`src/rtl/au_driver.sv`:
```
// rtl/au_driver.sv - sequential initiator for the 32-bit add/sub/mult/div arithmetic unit
module au_driver #(
    parameter int ADD_CYCLES = 1,
    parameter int MD_CYCLES  = 33
) (
    input  logic        clk,
    input  logic        rst,
    input  logic        req_valid,
    output logic        req_ready,
    input  logic [31:0] req_a,
    input  logic [31:0] req_b,
    input  logic [1:0]  req_op,
    output logic        rsp_valid,
    input  logic        rsp_ready,
    output logic [31:0] rsp_hi,
    output logic [31:0] rsp_lo,
    output logic        rsp_zero,
    output logic        rsp_err,
    output logic [31:0] au_a,
    output logic [31:0] au_b,
    output logic [1:0]  au_op,
    output logic        au_rst_n,
    input  logic [31:0] au_s,
    input  logic [31:0] au_hi,
    input  logic [31:0] au_lo,
    input  logic        au_zero
);

    localparam int MAX_CYC = (ADD_CYCLES > MD_CYCLES) ? ADD_CYCLES : MD_CYCLES;
    localparam int CW      = $clog2(MAX_CYC + 1);

    localparam logic [1:0] OP_DIV = 2'b11;

    typedef enum logic [1:0] {
        S_IDLE = 2'd0,
        S_INIT = 2'd1,
        S_RUN  = 2'd2,
        S_RESP = 2'd3
    } state_t;

    state_t        state_q,     state_d;
    logic [CW-1:0] cnt_q,       cnt_d;
    logic [31:0]   au_a_q,      au_a_d;
    logic [31:0]   au_b_q,      au_b_d;
    logic [1:0]    au_op_q,     au_op_d;
    logic          au_rst_n_q,  au_rst_n_d;
    logic          req_ready_q, req_ready_d;
    logic          rsp_valid_q, rsp_valid_d;
    logic [31:0]   rsp_hi_q,    rsp_hi_d;
    logic [31:0]   rsp_lo_q,    rsp_lo_d;
    logic          rsp_zero_q,  rsp_zero_d;
    logic          rsp_err_q,   rsp_err_d;

    // Next-state and next-output computation; every output is registered so the
    // unit sees glitch-free operands, opcode and init strobe.
    always_comb begin
        state_d     = state_q;
        cnt_d       = cnt_q;
        au_a_d      = au_a_q;
        au_b_d      = au_b_q;
        au_op_d     = au_op_q;
        au_rst_n_d  = 1'b1;
        req_ready_d = req_ready_q;
        rsp_valid_d = rsp_valid_q;
        rsp_hi_d    = rsp_hi_q;
        rsp_lo_d    = rsp_lo_q;
        rsp_zero_d  = rsp_zero_q;
        rsp_err_d   = rsp_err_q;

        case (state_q)
            S_IDLE: begin
                if (req_valid) begin
                    au_a_d      = req_a;
                    au_b_d      = req_b;
                    au_op_d     = req_op;
                    req_ready_d = 1'b0;
                    if (req_op == OP_DIV && req_b == 32'd0) begin
                        // Divide-by-zero is answered locally; the unit is never started.
                        state_d     = S_RESP;
                        rsp_valid_d = 1'b1;
                        rsp_err_d   = 1'b1;
                        rsp_hi_d    = req_a;
                        rsp_lo_d    = 32'hFFFF_FFFF;
                        rsp_zero_d  = 1'b0;
                    end else if (!req_op[1]) begin
                        state_d = S_RUN;
                        cnt_d   = CW'(ADD_CYCLES);
                    end else begin
                        // Multi-cycle ops need the unit's hi/lo state cleared first.
                        state_d    = S_INIT;
                        au_rst_n_d = 1'b0;
                    end
                end
            end

            S_INIT: begin
                state_d = S_RUN;
                cnt_d   = CW'(MD_CYCLES);
            end

            S_RUN: begin
                if (cnt_q != '0) begin
                    cnt_d = cnt_q - CW'(1);
                end
                // A count of zero cannot occur for legal parameters; treating it as
                // done keeps the FSM from stalling forever.
                if (cnt_q <= CW'(1)) begin
                    state_d     = S_RESP;
                    rsp_valid_d = 1'b1;
                    rsp_err_d   = 1'b0;
                    rsp_zero_d  = au_zero;
                    if (!au_op_q[1]) begin
                        rsp_hi_d = 32'd0;
                        rsp_lo_d = au_s;
                    end else begin
                        rsp_hi_d = au_hi;
                        rsp_lo_d = au_lo;
                    end
                end
            end

            S_RESP: begin
                if (rsp_ready) begin
                    state_d     = S_IDLE;
                    rsp_valid_d = 1'b0;
                    req_ready_d = 1'b1;
                end
            end

            default: begin
                state_d     = S_IDLE;
                rsp_valid_d = 1'b0;
                req_ready_d = 1'b1;
            end
        endcase
    end

    // State and output registers; reset holds the unit in init and drops any operation.
    always_ff @(posedge clk or posedge rst) begin
        if (rst) begin
            state_q     <= S_IDLE;
            cnt_q       <= '0;
            au_a_q      <= 32'd0;
            au_b_q      <= 32'd0;
            au_op_q     <= 2'b00;
            au_rst_n_q  <= 1'b0;
            req_ready_q <= 1'b1;
            rsp_valid_q <= 1'b0;
            rsp_hi_q    <= 32'd0;
            rsp_lo_q    <= 32'd0;
            rsp_zero_q  <= 1'b0;
            rsp_err_q   <= 1'b0;
        end else begin
            state_q     <= state_d;
            cnt_q       <= cnt_d;
            au_a_q      <= au_a_d;
            au_b_q      <= au_b_d;
            au_op_q     <= au_op_d;
            au_rst_n_q  <= au_rst_n_d;
            req_ready_q <= req_ready_d;
            rsp_valid_q <= rsp_valid_d;
            rsp_hi_q    <= rsp_hi_d;
            rsp_lo_q    <= rsp_lo_d;
            rsp_zero_q  <= rsp_zero_d;
            rsp_err_q   <= rsp_err_d;
        end
    end

    assign req_ready = req_ready_q;
    assign rsp_valid = rsp_valid_q;
    assign rsp_hi    = rsp_hi_q;
    assign rsp_lo    = rsp_lo_q;
    assign rsp_zero  = rsp_zero_q;
    assign rsp_err   = rsp_err_q;
    assign au_a      = au_a_q;
    assign au_b      = au_b_q;
    assign au_op     = au_op_q;
    assign au_rst_n  = au_rst_n_q;

endmodule

```
`config.mk`:
```
export PLATFORM = sky130hd
export DESIGN_NAME = au_driver
export DESIGN_NICKNAME = d
export VERILOG_FILES = /design/src/rtl/au_driver.sv
export SDC_FILE = /design/constraint.sdc
export NUM_CORES = 1
export LEC_CHECK = 0
export CORE_UTILIZATION = 38
export CTS_CLUSTER_DIAMETER = 30
export DETAILED_ROUTE_END_ITERATION = 10
export PLACE_DENSITY = 0.74
export SLEW_MARGIN = 5
export SYNTH_ARGS = -nofsm -noshare
export SYNTH_HDL_FRONTEND = slang
export SYNTH_SLANG_ARGS = --single-unit
```
`constraint.sdc`:
```
create_clock -name clk -period 4.56 [get_ports clk]
set_input_delay 0.912 -clock clk [delete_from_list [all_inputs] [get_ports clk]]
set_output_delay 0.912 -clock clk [all_outputs]
set_load 0.005 [all_outputs]
```
Yosys cells after proc, flatten, opt, wreduce, memory -nomap -nowiden. Index checks and enable logic that the tools add are counted.

Add/subtract/negate cells: 1. Magnitude comparators: 1. Equality and inequality tests: 11. Muxes and demuxes: 39. Reductions and logical operators: 14.

Operator list (number): $mux W32 (8); $pmux W32 S2 (2); $logic_not A32 Y1 (1); $mux W6 (4); $pmux W6 S3 (1); $mux W1 (14); $ne A2 B2 Y1 const B (7); $mux W2 (5); $reduce_and A5 Y1 (2); $pmux W2 S4 (1); $eq A2 B2 Y1 const B (3); $le A6 B1 Y1 const B (1); $pmux W1 S2 (3); $reduce_and A3 Y1 (2); $reduce_bool A3 Y1 (2); $reduce_bool A6 Y1 (1); $sub A6 B1 Y6 const B (1); $reduce_and A4 Y1 (1); $reduce_bool A2 Y1 (2); $pmux W1 S3 (1); $eq A2 B1 Y1 const B (1); $logic_not A2 Y1 (1); $reduce_and A2 Y1 (1); $logic_and A1 B1 Y1 (1).

Flip-flop bits (word level): 143. Input bits: 167. Output and inout port bits: 135.

Longest topological paths before layout.
Depth after elaboration: 5. Depth in mapped cells: 9.

Worst setup path before layout. OpenSTA, ideal clock, no wires.

Kind: input-to-reg. Start: input req_b[14]. End: register rsp_lo_q[0] (netlist: rsp_lo[0]). Setup time: 127 ps. Arrival: 2476 ps. Data required time: 4433 ps. Setup slack: 1957 ps. Cell stages on the path: 7. Path buffers: 2. Cells stage by stage: nor4_1 -> nand3_1 -> or3_1 -> o22ai_2 -> buf_6 -> buf_12 -> mux2_1.

Word-level cells in the longest chain between the ends: 4.

RTL lines: from (decl) (line 11) `input logic [31:0] req_b,`; $logic_not A32 Y1 (line 77) `if (req_op == OP_DIV && req_b == 32'd0) begin`; $logic_and A1 B1 Y1 (line 77); $ne A2 B2 Y1 (no line); $reduce_and A4 Y1 (no line); to (signal assigned) (line 163) `rsp_lo_q <= rsp_lo_d;`; to (decl) (line 50) `logic [31:0] rsp_lo_q, rsp_lo_d;`.

Every way passes these cells. A chain may end at the register's enable or synchronous reset.

Worst setup path in the final report.
Start: input req_op[1]. End: register rsp_hi_q[8] (netlist: rsp_hi[8]).

Word-level cells in the longest chain between the ends: 4.

RTL lines: from (decl) (line 12) `input logic [1:0] req_op,`; $eq A2 B2 Y1 (line 77); $logic_and A1 B1 Y1 (line 77); $ne A2 B2 Y1 (no line); $reduce_and A4 Y1 (no line); to (signal assigned) (line 162) `rsp_hi_q <= rsp_hi_d;`; to (decl) (line 49) `logic [31:0] rsp_hi_q, rsp_hi_d;`.

Every way passes these cells.

==> impl_metrics.prom <==
# TYPE chip_impl_metric gauge
chip_impl_info{name="rsz0062_at_grt",value="no"} 1
chip_impl_metric{name="synth_compound_gate_area_share",unit=""} 0.06937
chip_impl_metric{name="maximum_number_of_pins_on_one_net_before_global_route_repair",unit=""} 99
chip_impl_metric{name="adder_and_majority_gate_portion_of_the_synthesized_area",unit=""} 0.01125
chip_impl_info{name="reg2reg_from",value="state_q[0]"} 1
chip_impl_metric{name="worstPathArrival",unit="ns"} 3.68
chip_impl_metric{name="cts_hold_repair_buffers",unit=""} 0
chip_impl_metric{name="syn2layout_area_growth",unit="%"} 56.73
chip_impl_metric{name="pin_count",unit=""} 302
chip_impl_metric{name="total_power",unit="mW"} 6.959
chip_impl_metric{name="muxShareOfSynthArea",unit=""} 0.2362
chip_impl_metric{name="timing.critical_path.required",unit="ns"} 4.85
chip_impl_metric{name="via_per_inst",unit=""} 4.815
chip_impl_info{name="min_from",value="au_a[30]"} 1
chip_impl_metric{name="vias",unit=""} 5388
chip_impl_metric{name="final_net_count",unit=""} 1054
chip_impl_info{name="critical_setup_path_kind",value="in2reg"} 1
chip_impl_metric{name="grt_pass1_vias",unit=""} 5463
chip_impl_metric{name="setup-violations-final",unit=""} 0
chip_impl_metric{name="timing.slew.headroom",unit=""} 0.2924
chip_impl_metric{name="core_footprint",unit="mm^2"} 0.01724
chip_impl_metric{name="initial_core_util",unit=""} 0.3872
chip_impl_metric{name="cts-root-to-sink-buffers",unit=""} 2
chip_impl_metric{name="maximum_clock_skew_at_final_layout",unit="ns"} 0.005689
chip_impl_metric{name="area.sequential",unit="mm^2"} 0.003581
chip_impl_metric{name="drt_iter0_drc",unit=""} 169
chip_impl_metric{name="grt_remaining_overflow",unit=""} 0
chip_impl_metric{name="syn_area",unit="mm^2"} 0.006674
chip_impl_metric{name="clock_tree.htree_level_count",unit=""} 4
chip_impl_metric{name="antenna_left",unit=""} 0
chip_impl_info{name="run_status",value="completed"} 1
chip_impl_metric{name="totalNegativeSetupSlack",unit="ns"} 0
chip_impl_info{name="layout_commonest_cell",value="sky130_fd_sc_hd__clkdlybuf4s50_1"} 1
chip_impl_metric{name="yosysWarnings",unit=""} 0
chip_impl_metric{name="post_synth_num_cell_types",unit=""} 39
chip_impl_metric{name="clkSinkCount",unit=""} 143
chip_impl_metric{name="r2r_slack",unit="ns"} 1.80
chip_impl_info{name="hold_path.class",value="reg2reg"} 1
chip_impl_metric{name="ir_drop",unit="mV"} 0.3554
chip_impl_info{name="worstSetupEndpointType",value="register"} 1
chip_impl_metric{name="wire_length_of_the_first_global_routing_pass",unit="um"} 28720
chip_impl_info{name="timing.critical_path.from",value="req_op[1]"} 1
chip_impl_metric{name="avgRoutedWirePerCell",unit="um"} 16.35
chip_impl_metric{name="ys_seq_area_frac",unit=""} 0.5364
chip_impl_info{name="crit_chain",value="clkdlybuf4s50_1 -> nor4bb_1 -> nand4_1 -> or3_1 -> o22ai_4 -> buf_4 -> mux2_2"} 1
chip_impl_metric{name="n_fill_cell",unit=""} 1457
chip_impl_info{name="buffer_type_at_the_clock_tree_root",value="sky130_fd_sc_hd__clkbuf_16"} 1
chip_impl_metric{name="drive_gt1_frac",unit=""} 0.1499
chip_impl_metric{name="maxCapViolCount",unit=""} 0
chip_impl_metric{name="synth_area_per_cell",unit="um^2"} 11.33
chip_impl_metric{name="numCtsBuffers",unit=""} 17
chip_impl_metric{name="grt_antenna_before_repair",unit=""} 0
chip_impl_metric{name="leakagePower",unit="nW"} 4.422
chip_impl_metric{name="synth_xor_area_frac",unit=""} 0.001312
chip_impl_metric{name="floorplan.rows",unit=""} 48
chip_impl_metric{name="crit_path_max_incr_delay",unit="ns"} 0.59
chip_impl_metric{name="achievable-frequency",unit="MHz"} 295.6
chip_impl_info{name="most_frequent_cells_in_the_layout",value="sky130_fd_sc_hd__clkdlybuf4s50_1, sky130_fd_sc_hd__dfrtp_1, sky130_fd_sc_hd__nand2_1"} 1
chip_impl_metric{name="multi_input_comb_area",unit="mm^2"} 0.002741
chip_impl_info{name="cpLargestDelayFamily",value="simple AND/OR/NAND/NOR gates"} 1
chip_impl_info{name="crit_path_start_kind",value="input pin"} 1
chip_impl_metric{name="synth-simple-area-share",unit=""} 0.08999
chip_impl_metric{name="floorplan.die.height",unit="um"} 134.5
chip_impl_metric{name="worst_setup_hold_path_clk_slew",unit="ns"} 0.06
chip_impl_metric{name="ctsResizeCount",unit=""} 0
chip_impl_info{name="ys.flop_type",value="sky130_fd_sc_hd__dfrtp_1"} 1
chip_impl_metric{name="die_x",unit="um"} 134.5
chip_impl_metric{name="post-route-min-period",unit="ns"} 3.383
chip_impl_metric{name="detail_route.first_pass.iterations",unit=""} 4
chip_impl_info{name="cts_tree",value="done"} 1
chip_impl_metric{name="totalWireLength",unit="um"} 18300
chip_impl_info{name="dominant_combinational_cell_family_by_area_after_synthesis",value="multiplexers"} 1
chip_impl_metric{name="final_hpwl_from_detailed_placement",unit="um"} 13270
chip_impl_metric{name="cts.repair_timing.setup_buffer_count",unit=""} 0
chip_impl_metric{name="postSynth.asyncResetShare",unit=""} 1.000
chip_impl_metric{name="power.density_cell_area",unit="mW/mm^2"} 665.3
chip_impl_metric{name="hold_viol_final",unit=""} 0
chip_impl_metric{name="gr-usage-all-layers",unit=""} 0.2074
chip_impl_metric{name="drcViolationCount",unit=""} 0
chip_impl_metric{name="tightest_slew",unit="ns"} 1.061
chip_impl_metric{name="die-area",unit="mm^2"} 0.01810
chip_impl_metric{name="cp_num_buf_inv",unit=""} 2
chip_impl_metric{name="syn-instance-count",unit=""} 589
chip_impl_metric{name="synth_enable_flop_cells",unit=""} 0
chip_impl_metric{name="synthesized_flop_and_latch_total",unit=""} 143
chip_impl_metric{name="n_antenna_cell",unit=""} 0
chip_impl_info{name="critPathSlowestCell",value="sky130_fd_sc_hd__clkdlybuf4s50_1"} 1
chip_impl_metric{name="clock_insertion_delay_worst_skew",unit="ns"} 0.41
chip_impl_metric{name="weighted_congestion_at_the_end_of_routability_driven_global_placement",unit=""} 0.7765
chip_impl_metric{name="largest_driver_fanout_on_the_critical_path",unit=""} 35
chip_impl_metric{name="syn-num-nets",unit=""} 762
chip_impl_metric{name="max_slew_vio_count",unit=""} 0
chip_impl_metric{name="worst_hold_slack",unit="ns"} 0.4761
chip_impl_metric{name="fin_crit_sh",unit=""} 0.7419
chip_impl_metric{name="io_buffer_count",unit=""} 301
power by group:
group	switching, mW	leakage [nW]	internal, mW
clock network	0.552	0.296	0.933
registers	0.331	1.65	1.87
logic	1.32	2.48	1.95
worst register-to-register path, stage by stage (launching register included):
cell and delay (ns):
sky130_fd_sc_hd__dfrtp_1 0.41, sky130_fd_sc_hd__inv_1 0.10, sky130_fd_sc_hd__ha_2 0.67, sky130_fd_sc_hd__and2_1 0.81
sky130_fd_sc_hd__buf_4 0.36, sky130_fd_sc_hd__nand2_1 0.07, sky130_fd_sc_hd__o21ai_0 0.09, sky130_fd_sc_hd__mux2_2 0.19
synth_stat cells, types with 2 or more instances:
cell / count / area, um^2
sky130_fd_sc_hd__clkbuf_1: 25 / 93.84
sky130_fd_sc_hd__buf_12: 4 / 80.08
sky130_fd_sc_hd__a211oi_1: 2 / 15.01
sky130_fd_sc_hd__nor4_1: 10 / 62.56
sky130_fd_sc_hd__a21oi_1: 4 / 20.02
sky130_fd_sc_hd__inv_1: 42 / 157.7
sky130_fd_sc_hd__mux2_1: 8 / 90.09
sky130_fd_sc_hd__mux2i_1: 36 / 360.4
sky130_fd_sc_hd__nand3_1: 3 / 15.01
sky130_fd_sc_hd__mux2_2: 60 / 675.7
sky130_fd_sc_hd__ha_1: 6 / 75.07
sky130_fd_sc_hd__nand2_1: 108 / 405.4
sky130_fd_sc_hd__o31ai_1: 2 / 15.01
sky130_fd_sc_hd__nand4_1: 2 / 12.51
sky130_fd_sc_hd__dfrtp_1: 142 / 3553
sky130_fd_sc_hd__o21ai_0: 71 / 355.3
sky130_fd_sc_hd__nor3_1: 4 / 20.02
sky130_fd_sc_hd__and2_1: 2 / 12.51
sky130_fd_sc_hd__buf_1: 2 / 7.510
sky130_fd_sc_hd__buf_4: 2 / 15.01
sky130_fd_sc_hd__nor2_1: 7 / 26.28
sky130_fd_sc_hd__mux2_4: 30 / 450.4
metal layers:
metal	global-route usage	routed length [um]
met5	0	0
met2	0.3414	8621
met1	0.2519	7639
met3	0.07470	1730
met4	0.06991	305
through the flow:
step | area (um^2) | utilization | std cells | worst slack (ns)
floorplan | 6678 | - | 589 | 1.858
global placement | 9831 | 0.5703 | 1087 | 0.7532
detailed placement | 9831 | 0.5703 | 1087 | 0.7765
CTS | 10460 | 0.6069 | 1119 | 1.215
global route | 10460 | 0.6069 | 1119 | 1.107
finish | 10460 | 0.6069 | 1119 | 1.177
logic make-up after synthesis:
| logic type | after synthesis |
|---|---|
| DFF | 143 |
| buffers and inverters | 77 |
| adders and majority gates | 6 |
| and+or+nand+nor | 142 |
| muxes | 134 |
| xor gates and xnor gates | 1 |
| AOI/OAI and AO/OA | 86 |
sequential cells by signal, indices dropped and copies added, names as in the netlist:
| name | flops |
|---|---|
| au_a | 32 |
| au_b | 32 |
| rsp_hi | 32 |
| rsp_lo | 32 |
| cnt_q | 6 |
| au_op | 2 |
| state_q | 2 |
| au_rst_n | 1 |
| req_ready | 1 |
| rsp_err | 1 |
| rsp_valid | 1 |
| rsp_zero | 1 |
final cells by class:
class	instances	area share
Clock buffer	19	0.04234
Clock inverter	13	0.01782
Inverter	42	0.01543
Multi-Input combinational cell	369	0.2621
Sequential cell	143	0.3423
Tap cell	225	0.02691
Timing Repair Buffer	308	0.2931
final timing paths:
path / to / cells past startpoint
worst min register to register: au_a[30] / 2
worst min-delay path: au_a[30] / 2
worst max register to register: rsp_hi[29] / 7
worst max-delay path: rsp_hi[8] / 7
max in group asynchronous: au_op[1] / 3
min in group asynchronous: rsp_lo[9] / 3
No activity file was read; power rests on OpenSTA's default activity.
